[src/rtl/display_pkg.sv]
// display_pkg: segment encoding shared by the scan controller and the hex decoder
// Segment word layout is {a,b,c,d,e,f,g,dp}, active-low.
package display_pkg;
  localparam logic [7:0] SEG_OFF = 8'hFF;
  localparam logic [7:0] SEG_DP_ONLY = 8'hFE;
  localparam int SEG_A = 7;
  localparam int SEG_B = 6;
  localparam int SEG_C = 5;
  localparam int SEG_D = 4;
  localparam int SEG_E = 3;
  localparam int SEG_F = 2;
  localparam int SEG_G = 1;
  localparam int SEG_DP = 0;
  localparam logic [15:0][7:0] SEG_TAB = {
    8'h71, 8'h61, 8'h85, 8'h63, 8'hC1, 8'h11, 8'h09, 8'h01,
    8'h1F, 8'h41, 8'h49, 8'h99, 8'h0D, 8'h25, 8'h9F, 8'h03
  };
endpackage

[src/rtl/decod_hex7seg.sv]
// decod_hex7seg: combinational hex nibble + decimal point to active-low segments
// Ports: nib (hex value), dp (1 = point lit), seg ({a..g,dp}, active-low).
module decod_hex7seg
  import display_pkg::*;
(
  input  logic [3:0] nib,
  input  logic       dp,
  output logic [7:0] seg
);
  assign seg = SEG_TAB[nib] & ~(8'(dp) << SEG_DP);
endmodule

[src/rtl/barrido_displays.sv]
// barrido_displays: time-multiplexed 7-segment scan with guard interval and double-buffered value
// Ports: clk, rst_n (async, active-low), en (scan enable), load (capture strobe for valor/dp_in/blank),
//   valor (nibble i -> digit i, digit 0 rightmost), dp_in, blank, seg/an (active-low pins),
//   pend (load waiting for the frame boundary), tick_frame (high on the last cycle of the frame).
// Option: BLANK_CEROS_EN enables leading-zero suppression (digit 0 is never suppressed).
module barrido_displays
  import display_pkg::*;
#(
  parameter int N_DIG = 4,
  parameter int PRESC = 50000,
  parameter int GUARD = 500
) (
  input  logic               clk,
  input  logic               rst_n,
  input  logic               en,
  input  logic               load,
  input  logic [4*N_DIG-1:0] valor,
  input  logic [N_DIG-1:0]   dp_in,
  input  logic [N_DIG-1:0]   blank,
  output logic [7:0]         seg,
  output logic [N_DIG-1:0]   an,
  output logic               pend,
  output logic               tick_frame
);
  localparam int CW = $clog2(PRESC);
  localparam int IW = $clog2(N_DIG);
  localparam logic [CW-1:0] C_LAST = CW'(PRESC - 1);
  localparam logic [CW-1:0] C_PRE = CW'(PRESC - 2);
  localparam logic [CW-1:0] C_GRD = CW'(GUARD);
  localparam logic [IW-1:0] I_LAST = IW'(N_DIG - 1);
  logic [CW-1:0] cnt;
  logic [IW-1:0] idx;
  logic [4*N_DIG-1:0] pv, dv;
  logic [N_DIG-1:0] pdp, ddp, pbl, dbl, supp;
  logic [7:0] dec_seg;
  logic wrap, bnd, dark;
  assign wrap = en && cnt == C_LAST;
  assign bnd = wrap && idx == I_LAST;
  decod_hex7seg u_dec (
    .nib(dv[4*idx +: 4]),
    .dp (ddp[idx]),
    .seg(dec_seg)
  );
`ifdef BLANK_CEROS_EN
  logic z;
  // Walk down from the top digit: a digit is suppressed while every nibble at or above it is zero.
  always_comb begin
    z = 1'b1;
    supp = '0;
    for (int i = N_DIG - 1; i > 0; i--) begin
      z = z & (dv[4*i +: 4] == 4'h0);
      supp[i] = z;
    end
  end
`else
  assign supp = '0;
`endif
  // A suppressed zero with its point set still lights, showing only the point.
  assign dark = !en || cnt < C_GRD || dbl[idx] || (supp[idx] && !ddp[idx]);
  always_ff @(posedge clk or negedge rst_n) begin
    if (!rst_n) begin
      cnt <= '0;
      idx <= '0;
      pv <= '0;
      pdp <= '0;
      pbl <= '0;
      dv <= '0;
      ddp <= '0;
      dbl <= '0;
      pend <= 1'b0;
      seg <= SEG_OFF;
      an <= '1;
      tick_frame <= 1'b0;
    end else begin
      if (en) cnt <= wrap ? '0 : cnt + 1'b1;
      if (wrap) idx <= idx == I_LAST ? '0 : idx + 1'b1;
      if (load && bnd) begin
        dv <= valor;
        ddp <= dp_in;
        dbl <= blank;
        pend <= 1'b0;
      end else if (load) begin
        pv <= valor;
        pdp <= dp_in;
        pbl <= blank;
        pend <= 1'b1;
      end else if (bnd && pend) begin
        dv <= pv;
        ddp <= pdp;
        dbl <= pbl;
        pend <= 1'b0;
      end
      seg <= dark ? SEG_OFF : supp[idx] ? SEG_DP_ONLY : dec_seg;
      an <= dark ? '1 : ~(N_DIG'(1) << idx);
      // Decoded one cycle early so the registered pulse lines up with the boundary cycle itself.
      tick_frame <= en && cnt == C_PRE && idx == I_LAST;
    end
  end
endmodule

[config.mk]
export PLATFORM = sky130hd
export DESIGN_NAME = barrido_displays
export DESIGN_NICKNAME = d
export VERILOG_FILES = /design/src/rtl/display_pkg.sv /design/src/rtl/decod_hex7seg.sv /design/src/rtl/barrido_displays.sv
export SDC_FILE = /design/constraint.sdc
export NUM_CORES = 1
export LEC_CHECK = 0
export ABC_CLOCK_PERIOD_IN_PS = 2570
export CORE_MARGIN = 2
export CORE_UTILIZATION = 57
export CTS_CLUSTER_DIAMETER = 120
export DETAILED_ROUTE_END_ITERATION = 12
export GPL_TIMING_DRIVEN = 0
export HOLD_SLACK_MARGIN = 0.02
export PLACE_DENSITY = 0.89
export SYNTH_ARGS = -nofsm -noshare
export SYNTH_HDL_FRONTEND = slang
export SYNTH_SLANG_ARGS = --single-unit
[constraint.sdc]
create_clock -name clk -period 2.57 [get_ports clk]
set_input_delay 0.514 -clock clk [delete_from_list [all_inputs] [get_ports clk]]
set_output_delay 0.514 -clock clk [all_outputs]
set_load 0.02 [all_outputs]
### Word level (Yosys, flattened, before mapping)

Memories as Yosys holds them, arrays and structs flattened.
Index checks and enable logic that the tools add are counted.

* flip-flop bits (word level): 80
* ROM bits: 128
* output and inout bits: 14
* word-level logic and storage cells: 68
* memories kept: 1

Memories
* (no name shown): depth 16, bits a word 8, rd ports 1, clocked after Yosys merged registers in 0, wr ports 0, RTL line decod_hex7seg.sv:10 `assign seg = SEG_TAB[nib] & ~(8'(dp) << SEG_DP);`

* add/sub/neg operators: 2
* magnitude comparators: 3
* equality and inequality tests: 4
* shift operators: 2
* multiplexer cells: 24
* bitwise operators: 4
* reduce and logical (&&, ||, !) cells: 16

Operators by type and width (count)
* $mux W16: 4
* $eq A16 B16 Y1 const B: 2
* $mux W4: 7
* $mux W8: 3
* $add A16 B1 Y16 const B: 1
* $lt A16 B9 Y1 const B: 1
* $shiftx A16 B5 Y4: 1
* $and A8 B8 Y8: 1
* $not A1 Y8: 1
* $logic_and A1 B1 Y1: 7
* $bmux W1 S2: 3
* $mux W1: 6
* $lt A4 B5 Y1 const B: 1
* $not A4 Y4: 1
* $reduce_and A2 Y1: 2
* $shl A1 B2 Y4 const A: 1
* $logic_or A1 B1 Y1: 3
* $lt A2 B3 Y1 const B: 1
* $reduce_bool A3 Y1: 1
* $add A2 B1 Y2 const B: 1
* $eq A2 B2 Y1 const B: 1
* $logic_not A1 Y1: 2
* $mux W2: 1
* $ne A2 B1 Y1 const B: 1
* other kinds (2): 2

### Depth between registers and ports, before layout

* depth in word-level cells: 7
* depth in mapped cells: 8
* gate-level depth less buffers: 7

### By module

Synthesis repeated with hierarchy kept, for this count alone.

* cells, all modules: 322
* area, all modules: 3962.6 µm²

Modules (own cells, without submodules)
* barrido_displays: times used 1, cells each 289, area an instance 3684.8 µm²
* decod_hex7seg: times used 1, cells each 33, area an instance 277.8 µm²

### Least setup slack after synthesis

OpenSTA, ideal clock, no wires.

* kind: register -> register
* start: register idx[0]
* end: register seg[7]
* library setup time: 79 ps
* data arrival time: 1873 ps
* data required time: 2491 ps
* setup slack: 618 ps
* stages on the path, launching flop included: 9
* buffers on the path: 1
* period minus slack after synthesis: 1952 ps
* cell sequence: dfrtp_1 > buf_4 > mux4_2 > inv_1 > ha_1 > nor3b_1 > nor3_1 > a21oi_1 > o21ai_0

* longest elaborated chain between the ends: 6

RTL lines
* from (decl): RTL line barrido_displays.sv:32 `logic [IW-1:0] idx;`
* from (signal assigned): RTL line barrido_displays.sv:76 `if (wrap) idx <= idx == I_LAST ? '0 : idx + 1'b1;`
* $shiftx A16 B5 Y4 / $bmux W1 S2 (equally long branches): RTL line barrido_displays.sv:40, barrido_displays.sv:59
* $mem_v2 Z16 W8 / $mux W1 (equally long branches)
* $mux W8 (implied by the code) / $logic_not A1 Y1 (equally long branches): RTL line decod_hex7seg.sv:10, barrido_displays.sv:59
* $and A8 B8 Y8 / $logic_and A1 B1 Y1 (equally long branches): RTL line decod_hex7seg.sv:10, barrido_displays.sv:59
* $mux W8 / $logic_or A1 B1 Y1 (equally long branches): RTL line barrido_displays.sv:93, barrido_displays.sv:59
* $mux W8 (*): RTL line barrido_displays.sv:93 `seg <= dark ? SEG_OFF : supp[idx] ? SEG_DP_ONLY : dec_seg;`
* to (signal assigned): RTL line barrido_displays.sv:93
* to (decl): RTL line barrido_displays.sv:20 `output logic [7:0] seg,`

Every way passes the cells marked *; elsewhere a longest branch is shown, timed or not. The select of a mux whose other input is x is not followed.
A chain may end at the register's enable or synchronous reset.

### Worst setup path after layout

Ends and elaborated chain as after synthesis.

==> results_dict.tcl <==
set metrics [dict create \
    run_status "finished clean" \
    n_antenna_cell 0 \
    r2r_start "idx[0]" \
    cap_violations 0 \
    netlist_instances 329 \
    hold_class "input port to async pin" \
    cts_inserted_buffers 9 \
    crit_slowest_cell "mux4_2" \
    yosysSeqAreaShare_pct 49.9 \
    synth_edf_count 0 \
    power_density_nw_per_um2 585 \
    insertion_delay_ps 360 \
    crit_fanout 10 \
    clock-root-buffer "clkbuf_8" \
    grt_max_degree 46 \
    start_kind "register" \
    clk_pin_slew_ps 90 \
    p_leak_uw 0.00209 \
    post_route_cells_drive_above_1_share_pct 22.0 \
    wl_per_cell_um 17.1 \
    postCtsSetupRepairBufs 0 \
    critPathLaunch "idx[0]" \
    skew_ps 11.6 \
    drt-initial-drc-count 158 \
    fin_crit_ps 2300 \
    required_ps 2840 \
    num_vias 2809 \
    ys_seq_elements 80 \
    yosysUniqueCellTypes 56 \
    final.setup.worst_slack_ps 273 \
    cts.sinks 80 \
    slew_headroom_pct 67.7 \
    dieWidth_um 88.2 \
    post-route-period-util_pct 89.4 \
    path_buf_inv 2 \
    tightest_slew_ps 470 \
    vias_per_cell 5.83 \
    die_area_um2 7780 \
    postCtsHoldBufs 0 \
    syn-num-nets 369 \
    r2r_end "seg[7]" \
    rsz0062_at_grt "no" \
    synth_async_sr_flop_share_pct 100 \
    cts_tree "done" \
    ant_nets 0 \
    cts_resized 0 \
    cp.arrival_ps 2570 \
    die_h_um 88.2 \
    start_util_pct 59.2 \
    path_class "register to register" \
    grt_pass1_vias 2796 \
    track_usage_pct 22.7 \
    ir_drop_mv 0.294 \
    r2r_slack_ps 270 \
    hold_viol_final 0 \
    cp_top_family "multiplexers" \
    cp_cell_sequence "buf_4 > mux4_2 > inv_1 > ha_1 > nor3b_1 > nor3_1 > a21oi_1 > o21ai_0" \
    drt-total-wl_mm 8.27 \
    final.setup.tns_ps 0 \
    drc 0 \
    setup_violations 0 \
    synth_area_um2 4040 \
    r2r_cells 8 \
    fp-row-count 30 \
    syn_to_final_growth_pct 19.1 \
    portBuffers 40 \
    synthFlopType "dfrtp_1" \
    cts.path.max_buffers 2 \
    p_total_uw 2820 \
    antenna_found_initial 0 \
    hold_ws_ps 98.0 \
    grt_pass1_wl_mm 13.3 \
    synth_common_cells "dfrtp_1 (68), nand2_1 (24), mux2_4 (20), nor2_1 (20), o22ai_1 (20)" \
    yosys.area.top_type "dfrtp_1" \
    synth.top_cell.area_share_pct 42.1 \
    postSynthAreaPerCell_um2 12.3 \
    core_region_area_um2 6830 \
    crit_path_end "seg[7]" \
    final-max-slew-violation-count 0 \
    ys_warn_count 0 \
    gp_congestion 0.891 \
    htreeDepth 3 \
    ioPinCount 42 \
    finalNonFillerCells 482 \
    dr.pass1.iters 4 \
    fmax_mhz 435 \
    place_ws_ps 22.1 \
    end_kind "register" \
    dp.cells 466 \
    max_stage_delay_ps 580 \
    cp_num_cells 8 \
    yosysMostFrequentCell "dfrtp_1" \
    hpwlAfterDp_mm 5.72 \
    gr-total-overflow 0 \
    nets 421 \
    synthTopCellsByArea "dfrtp_1 (42%), dfstp_2 (7.8%), mux2_4 (7.4%), a2bb2oi_1 (3.9%), ha_1 (3.7%)" \
]
[sequential cells by signal, summed over array words and instances, names as in the netlist]
| register | cells |
|---|---|
| cnt | 16 |
| dv | 16 |
| pv | 16 |
| seg | 8 |
| an | 4 |
| dbl | 4 |
| ddp | 4 |
| pbl | 4 |
| pdp | 4 |
| idx | 2 |
| pend | 1 |
| tick_frame | 1 |
[layout make-up]
class                           instances  area (um^2)
Sequential cell                        80         2020
Clock inverter                          7          103
Buffer                                 17          145
Inverter                               11         41.3
Multi-Input combinational cell        221         1840
Timing Repair Buffer                   41          425
Tap cell                               96          120
Fill cell                             457         2020
Clock buffer                            9          124
[routing by layer]
layer  vias up  track usage, %  wire [um]  share of wire (%)
li1       1317               -          -                  -
met1      1370            30.5       3620                 44
met2       101            34.2       3970                 48
met3        21            5.88        432                5.2
met4         0            11.7        248                3.0
met5         -               0          0                  0
[through the flow]
stage	utilization, %	area (um^2)
2_1_floorplan	-	4040
3_3_place_gp	66.8	4560
3_5_place_dp	67.2	4590
4_1_cts	70.5	4820
5_1_grt	70.5	4820
6_report	70.5	4820
[report_power, final]
part | leakage [uW] | switching [uW] | total [uW] | internal [uW]
clock network | 0.000110 | 500 | 1060 | 557
registers | 0.000983 | 107 | 1450 | 1350
logic | 0.000993 | 135 | 310 | 175
[how the worst min path moves through the flow]
stage | from | slack [ps] | depth (start not counted) | end
6_report | rst_n | 100 | 1 | pv[5]
5_1_grt | rst_n | 120 | 1 | dv[4]
3_3_place_gp | cnt[15] | 490 | 1 | cnt[15]
2_1_floorplan | rst_n | 220 | 0 | cnt[0]
3_5_place_dp | rst_n | 500 | 1 | pv[0]
4_1_cts | rst_n | 100 | 1 | pv[5]
[cells by family (layout without fill, tap and decap cells)]
group	count (synthesis)	after routing	share of synthesized area [%]
compound gates	69	69	12.6
simple gates	86	86	12.3
flops	80	80	49.9
buf+inv	28	85	4.61
mux	39	39	13.7
fa+ha+maj	12	12	3.71
xor+xnor	15	15	3.25
[cells in the final DEF (no fill, tap or decap), types with 4 or more instances in the layout]
master           count
o22ai_1             20
xnor2_1             10
mux2_2               7
mux4_2               4
mux2i_1              7
clkbuf_1             4
clkdlybuf4s50_1     39
a21oi_1              5
dfrtp_1             68
nand3_1              7
inv_1               10
nor3_1               4
nand4_1              9
nand2_1             24
clkbuf_8            10
mux2_4              20
buf_4                4
dfstp_2             12
ha_1                12
a2bb2oi_1           18
nor2_1              20
xor2_1               5
Note: power is estimated with default switching activity, not from simulation.
